File: src/rtl/sel_add_pkg.sv
// Shared encodings and stage-control layout for the select/add/accumulate block.
package sel_add_pkg;

  localparam logic MODE_ADD = 1'b0;
  localparam logic MODE_ACC = 1'b1;

  // Register stages between operand capture and result.
  localparam int STAGES = 2;

  // Per-beat control carried alongside the operands in S1.
  typedef struct packed {
    logic mode;
    logic clr;
    logic err;
  } s1_ctl_t;

endpackage

File: src/rtl/sel_mux_n.sv
// NPAIR-to-1 operand pair selector; out-of-range selects yield zero operands.
module sel_mux_n #(
  parameter int WIDTH = 4,
  parameter int NPAIR = 2,
  parameter int SELW  = $clog2(NPAIR)
) (
  input  logic [SELW-1:0]        sel,
  input  logic [NPAIR*WIDTH-1:0] ops_a,
  input  logic [NPAIR*WIDTH-1:0] ops_b,
  output logic [WIDTH-1:0]       a,
  output logic [WIDTH-1:0]       b,
  output logic                   err
);

  // Pick pair sel; nothing matches when sel >= NPAIR, leaving A = B = 0.
  always_comb begin
    a = '0;
    b = '0;
    for (int i = 0; i < NPAIR; i++) begin
      if (32'(sel) == i) begin
        a = ops_a[i*WIDTH +: WIDTH];
        b = ops_b[i*WIDTH +: WIDTH];
      end
    end
  end

  assign err = (32'(sel) >= NPAIR);

endmodule

File: src/rtl/sel_add_acc.sv
// Two-stage select/add/accumulate pipeline with valid/ready on both sides.
// S1 captures the selected pair and beat control; S2 adds (optionally onto
// the accumulator) and registers sum/carry/sel_err. Both stages advance
// together whenever the output register is empty or being drained.
module sel_add_acc
  import sel_add_pkg::*;
#(
  parameter int WIDTH = 4,
  parameter int NPAIR = 2,
  parameter int SELW  = $clog2(NPAIR)
) (
  input  logic                   clk,
  input  logic                   rst,
  input  logic                   in_valid,
  output logic                   in_ready,
  input  logic [SELW-1:0]        sel,
  input  logic                   mode,
  input  logic                   clr_acc,
  input  logic [NPAIR*WIDTH-1:0] ops_a,
  input  logic [NPAIR*WIDTH-1:0] ops_b,
  output logic                   out_valid,
  input  logic                   out_ready,
  output logic [WIDTH-1:0]       sum,
  output logic                   carry,
  output logic                   sel_err
);

  logic                 advance;
  logic [STAGES:1]      vld_pipe;
  logic [WIDTH-1:0]     mux_a, mux_b;
  logic                 mux_err;
  logic [WIDTH-1:0]     s1_a, s1_b;
  s1_ctl_t              s1_ctl;
  logic [WIDTH-1:0]     acc;
  logic [WIDTH-1:0]     base;
  logic [WIDTH+1:0]     s2_tot;
  logic                 idle_clr;

  sel_mux_n #(.WIDTH(WIDTH), .NPAIR(NPAIR), .SELW(SELW)) u_mux (
    .sel   (sel),
    .ops_a (ops_a),
    .ops_b (ops_b),
    .a     (mux_a),
    .b     (mux_b),
    .err   (mux_err)
  );

  assign advance   = !vld_pipe[STAGES] || out_ready;
  assign in_ready  = advance;
  assign out_valid = vld_pipe[STAGES];

  // A clear with no beat offered is a standalone command on the accumulator.
  assign idle_clr  = advance && !in_valid && clr_acc;

  // Mode-0 beats and cleared mode-1 beats add onto zero instead of acc.
  assign base   = (s1_ctl.mode == MODE_ACC && !s1_ctl.clr) ? acc : '0;
  assign s2_tot = {2'b00, base} + {2'b00, s1_a} + {2'b00, s1_b};

  // Valid shift register: moves as a whole only when the pipe advances.
  always_ff @(posedge clk or posedge rst) begin
    if (rst)          vld_pipe <= '0;
    else if (advance) vld_pipe <= {vld_pipe[STAGES-1:1], in_valid};
  end

  // S1: capture selected operands and beat control on acceptance.
  always_ff @(posedge clk or posedge rst) begin
    if (rst) begin
      s1_a   <= '0;
      s1_b   <= '0;
      s1_ctl <= '0;
    end else if (advance && in_valid) begin
      s1_a   <= mux_a;
      s1_b   <= mux_b;
      s1_ctl <= '{mode: mode, clr: clr_acc, err: mux_err};
    end
  end

  // S2: register the result; held while the consumer stalls.
  always_ff @(posedge clk or posedge rst) begin
    if (rst) begin
      sum     <= '0;
      carry   <= 1'b0;
      sel_err <= 1'b0;
    end else if (advance && vld_pipe[1]) begin
      sum     <= s2_tot[WIDTH-1:0];
      carry   <= |s2_tot[WIDTH+1:WIDTH];
      sel_err <= s1_ctl.err;
    end
  end

  // Accumulator: updated as a beat enters S2. An idle clear arriving on the
  // same edge was issued after that beat, so it wins.
  always_ff @(posedge clk or posedge rst) begin
    if (rst) begin
      acc <= '0;
    end else if (idle_clr) begin
      acc <= '0;
    end else if (advance && vld_pipe[1]) begin
      if (s1_ctl.mode == MODE_ACC) acc <= s2_tot[WIDTH-1:0];
      else if (s1_ctl.clr)         acc <= '0;
    end
  end

endmodule

File: config.mk
export PLATFORM = sky130hd
export DESIGN_NAME = sel_add_acc
export DESIGN_NICKNAME = d
export VERILOG_FILES = /design/src/rtl/sel_add_pkg.sv /design/src/rtl/sel_mux_n.sv /design/src/rtl/sel_add_acc.sv
export SDC_FILE = /design/constraint.sdc
export NUM_CORES = 1
export LEC_CHECK = 0
export BUFFER_PORTS_ARGS = -buffer_cell sky130_fd_sc_hd__buf_2
export CORE_ASPECT_RATIO = 0.8
export CORE_MARGIN = 8
export CORE_UTILIZATION = 50
export CTS_CLUSTER_SIZE = 14
export DETAILED_ROUTE_END_ITERATION = 12
export PLACE_DENSITY = 0.88
export SLEW_MARGIN = 10
export SYNTH_ARGS = -nofsm -noshare
export SYNTH_HDL_FRONTEND = slang
export SYNTH_SLANG_ARGS = --single-unit
File: constraint.sdc
create_clock -name clk -period 2.9 [get_ports clk]
set_clock_uncertainty 0.1 [all_clocks]
set_input_delay 0.58 -clock clk [delete_from_list [all_inputs] [get_ports clk]]
set_output_delay 0.58 -clock clk [all_outputs]
set_load 0.01 [all_outputs]
==> metrics.txt <==
# TYPE chip_impl_metric gauge
chip_impl_metric{name="cell_count_after_synthesis",unit=""} 111
chip_impl_metric{name="number_of_antenna_violations_at_the_first_check_in_global_routing",unit=""} 0
chip_impl_metric{name="fraction_of_the_cycle_the_final_worst_path_needs",unit="%"} 88.1
chip_impl_metric{name="maximum_number_of_pins_on_one_net_before_global_route_repair",unit=""} 22
chip_impl_metric{name="power.ir.vdd_worst",unit="mV"} 0.379
chip_impl_metric{name="h-tree-depth",unit=""} 1
chip_impl_info{name="critical-path-top-cell-by-count",value="fa_1"} 1
chip_impl_metric{name="numCtsBuffers",unit=""} 3
chip_impl_metric{name="r2r_slack",unit="ns"} 0.35
chip_impl_metric{name="async_flop_share",unit="%"} 100
chip_impl_metric{name="globalRouteTotalUtil",unit="%"} 12.8
chip_impl_metric{name="wl_met2",unit="µm"} 1270
chip_impl_metric{name="placement_rows",unit=""} 16
chip_impl_metric{name="placeableCoreArea",unit="µm²"} 2360
chip_impl_metric{name="syn-mean-instance-area",unit="µm²"} 10.8
chip_impl_info{name="crit_family",value="adder cells"} 1
chip_impl_metric{name="utilization",unit="%"} 57.6
chip_impl_info{name="worst_setup_path_start_kind",value="register"} 1
chip_impl_metric{name="met1_length",unit="µm"} 1090
chip_impl_metric{name="route.detailed.drc",unit=""} 0
chip_impl_metric{name="postSynthRegisterBits",unit=""} 21
chip_impl_metric{name="layout.nets",unit=""} 169
chip_impl_metric{name="ctsResizeCount",unit=""} 0
chip_impl_metric{name="max_stage_delay",unit="ns"} 0.49
chip_impl_metric{name="drv_slew",unit=""} 0
chip_impl_info{name="synth_flop_type",value="dfrtp_1"} 1
chip_impl_metric{name="nFillCells",unit=""} 204
chip_impl_metric{name="diodes",unit=""} 0
chip_impl_metric{name="grt.overflow.total",unit=""} 0
chip_impl_info{name="crit_chain",value="nor2b_1 > and2_1 > fa_1 > ha_1 > inv_1 > fa_1 > xnor2_1 > nand4_1 > a21oi_1"} 1
chip_impl_metric{name="chip_width",unit="µm"} 70.8
chip_impl_metric{name="number_of_hold_violations_in_the_final_report",unit=""} 0
chip_impl_metric{name="cts.path.max_buffers",unit=""} 2
chip_impl_info{name="most-common-layout-cells",value="buf_2, a21oi_1, dfrtp_1"} 1
chip_impl_metric{name="power.density",unit="nW/µm²"} 722
chip_impl_metric{name="tns",unit="ns"} 0
chip_impl_metric{name="routed-via-count",unit=""} 913
chip_impl_metric{name="viasPerCell",unit=""} 5.57
chip_impl_metric{name="place_worst_setup_slack",unit="ns"} 0.378
chip_impl_metric{name="place_hpwl",unit="µm"} 2010
chip_impl_metric{name="critical_path_required",unit="ns"} 3.06
chip_impl_info{name="final_common_cell",value="buf_2"} 1
chip_impl_metric{name="wire_per_inst",unit="µm"} 15.5
chip_impl_info{name="end_kind",value="register"} 1
chip_impl_info{name="cts_tree",value="done"} 1
chip_impl_info{name="hp-class",value="in -> async"} 1
chip_impl_metric{name="max-slew-margin-rel",unit="%"} 46.9
chip_impl_metric{name="routed_wl",unit="µm"} 2540
chip_impl_metric{name="maxCapViolations",unit=""} 0
chip_impl_metric{name="place_congestion",unit=""} 0.893
chip_impl_metric{name="drive_above_1_share",unit="%"} 29.9
chip_impl_metric{name="setup_ws_final",unit="ns"} 0.346
chip_impl_metric{name="synth_warnings",unit=""} 0
chip_impl_metric{name="mapped_nets",unit=""} 142
chip_impl_info{name="highest-signal-layer",value="met4"} 1
chip_impl_metric{name="tritoncts_num_sinks",unit=""} 21
chip_impl_metric{name="detailedRoute.firstPassIterationCount",unit=""} 4
chip_impl_info{name="rsz0062_at_grt",value="false"} 1
chip_impl_metric{name="area_growth_syn_to_layout",unit="%"} 13.5
chip_impl_metric{name="worst-slew-pin-transition",unit="ns"} 0.795
chip_impl_metric{name="grt_first_pass_wirelength",unit="µm"} 4290
chip_impl_metric{name="max_freq",unit="MHz"} 392
chip_impl_metric{name="cts.hold.buffers_added",unit=""} 0
chip_impl_metric{name="chipHeight",unit="µm"} 59.8
chip_impl_metric{name="cp.arrival",unit="ns"} 2.71
chip_impl_metric{name="cp_num_buf_inv",unit=""} 1
chip_impl_metric{name="report.final.setup_viol",unit=""} 0
chip_impl_info{name="cp_max_stage_cell",value="fa_1"} 1
chip_impl_metric{name="yosysUniqueCellTypes",unit=""} 31
chip_impl_metric{name="die_area",unit="µm²"} 4230
chip_impl_metric{name="port_buffers",unit=""} 29
chip_impl_info{name="criticalPathCategory",value="reg -> reg"} 1
chip_impl_metric{name="dr_wl_met3",unit="µm"} 166
chip_impl_metric{name="clock_pin_transition_on_the_worst_setup_and_hold_timing_paths",unit="ns"} 0.13
chip_impl_metric{name="mappedNetlistArea",unit="µm²"} 1200
chip_impl_metric{name="initialDrtViolationCount",unit=""} 51
chip_impl_metric{name="crit_fanout",unit=""} 7
chip_impl_metric{name="first_global_vias",unit=""} 976
chip_impl_metric{name="finalCriticalPeriod",unit="ns"} 2.55
chip_impl_metric{name="static_leak",unit="µW"} 0.000661
chip_impl_metric{name="io-pin-count",unit=""} 31
chip_impl_metric{name="synth_sequential_area_ratio",unit="%"} 43.8
chip_impl_info{name="cts.root.buffer_cell",value="clkbuf_4"} 1
chip_impl_metric{name="start_util",unit="%"} 50.8
chip_impl_metric{name="post_cts_buffers",unit=""} 0
chip_impl_metric{name="synth_enable_flop_cells",unit=""} 0
chip_impl_info{name="outcome",value="finished, final reports clean"} 1
chip_impl_metric{name="route.antenna.remaining_nets",unit=""} 0
chip_impl_metric{name="worst_hold_slack",unit="ns"} 0.278
chip_impl_metric{name="clkLatencyLatePin",unit="ns"} 0.32
final timing paths:
path | depth (start not counted) | end | from
worst max-delay path | 9 | acc[3] | s1_ctl[2]
worst min-delay path | 2 | s1_a[0] | rst
worst max register to register | 9 | acc[3] | s1_ctl[2]
worst min register to register | 1 | sum[1] | sum[1]
max in group asynchronous | 2 | acc[1] | rst
min in group clk | 2 | s1_ctl[2] | mode
registers in the layout, indices dropped and copies added, names as in the netlist:
name / count
s1_a: 4
s1_ctl: 2
vld_pipe: 2
sum: 4
carry: 1
acc: 4
s1_b: 4
where the power goes:
| group | total (µW) | leakage, µW | switching, µW | internal (µW) |
|---|---|---|---|---|
| Combinational | 403 | 0.000401 | 210 | 193 |
| Clock | 150 | 0.0000139 | 97.0 | 52.8 |
| Sequential | 430 | 0.000246 | 53.6 | 377 |
| Total | 983 | 0.000661 | 360 | 623 |
synthesized netlist by cell type, types with 2 or more instances:
master	count	area share, %
a21oi_1	22	9.2
dfrtp_1	21	44
inv_1	9	2.8
mux2i_1	8	6.7
fa_1	5	8.3
mux2_2	4	3.8
o31ai_1	4	2.5
and2_1	3	1.6
ha_1	3	3.1
nand2_1	3	0.94
nand4_1	3	1.6
buf_2	2	0.83
buf_6	2	1.9
clkbuf_1	2	0.63
nor2_1	2	0.63
nor2b_1	2	1.0
o21ai_0	2	0.83
through the flow:
step | instance area (µm²) | total power [µW] | cells
3_3_place_gp | 1330 | 820 | 160
6_report | 1360 | 983 | 164
5_1_grt | 1360 | 1060 | 164
4_1_cts | 1360 | 987 | 164
2_1_floorplan | 1200 | 720 | 111
3_5_place_dp | 1330 | 840 | 160
logic make-up (layout without fill, tap and decap cells):
kind of cell | Yosys count | in the layout | share of synthesized area [%]
compound gates | 31 | 31 | 14.7
flops | 21 | 21 | 43.8
simple gates | 19 | 19 | 10.0
buf+inv | 17 | 43 | 7.30
mux | 13 | 13 | 11.7
fa+ha+maj | 8 | 8 | 11.5
other cells | 1 | 1 | 0.313
xor+xnor | 1 | 1 | 0.730
layout make-up:
cell class	count	area (µm²)	share of cell area [%]
clock buffers	3	22.5	1.65
clock inverters	1	7.51	0.551
inverters	10	40.0	2.94
multi-input cells	73	587	43.1
flip-flops and latches	21	526	38.6
well taps	27	33.8	2.48
repair buffers	29	145	10.7
layer usage:
metal	global-route usage (%)	vias to the layer above
met5	0	-
met4	2.65	0
met3	4.86	2
met2	22.4	31
met1	14.5	446
li1	-	434
No activity file was read; power rests on OpenSTA's default activity.
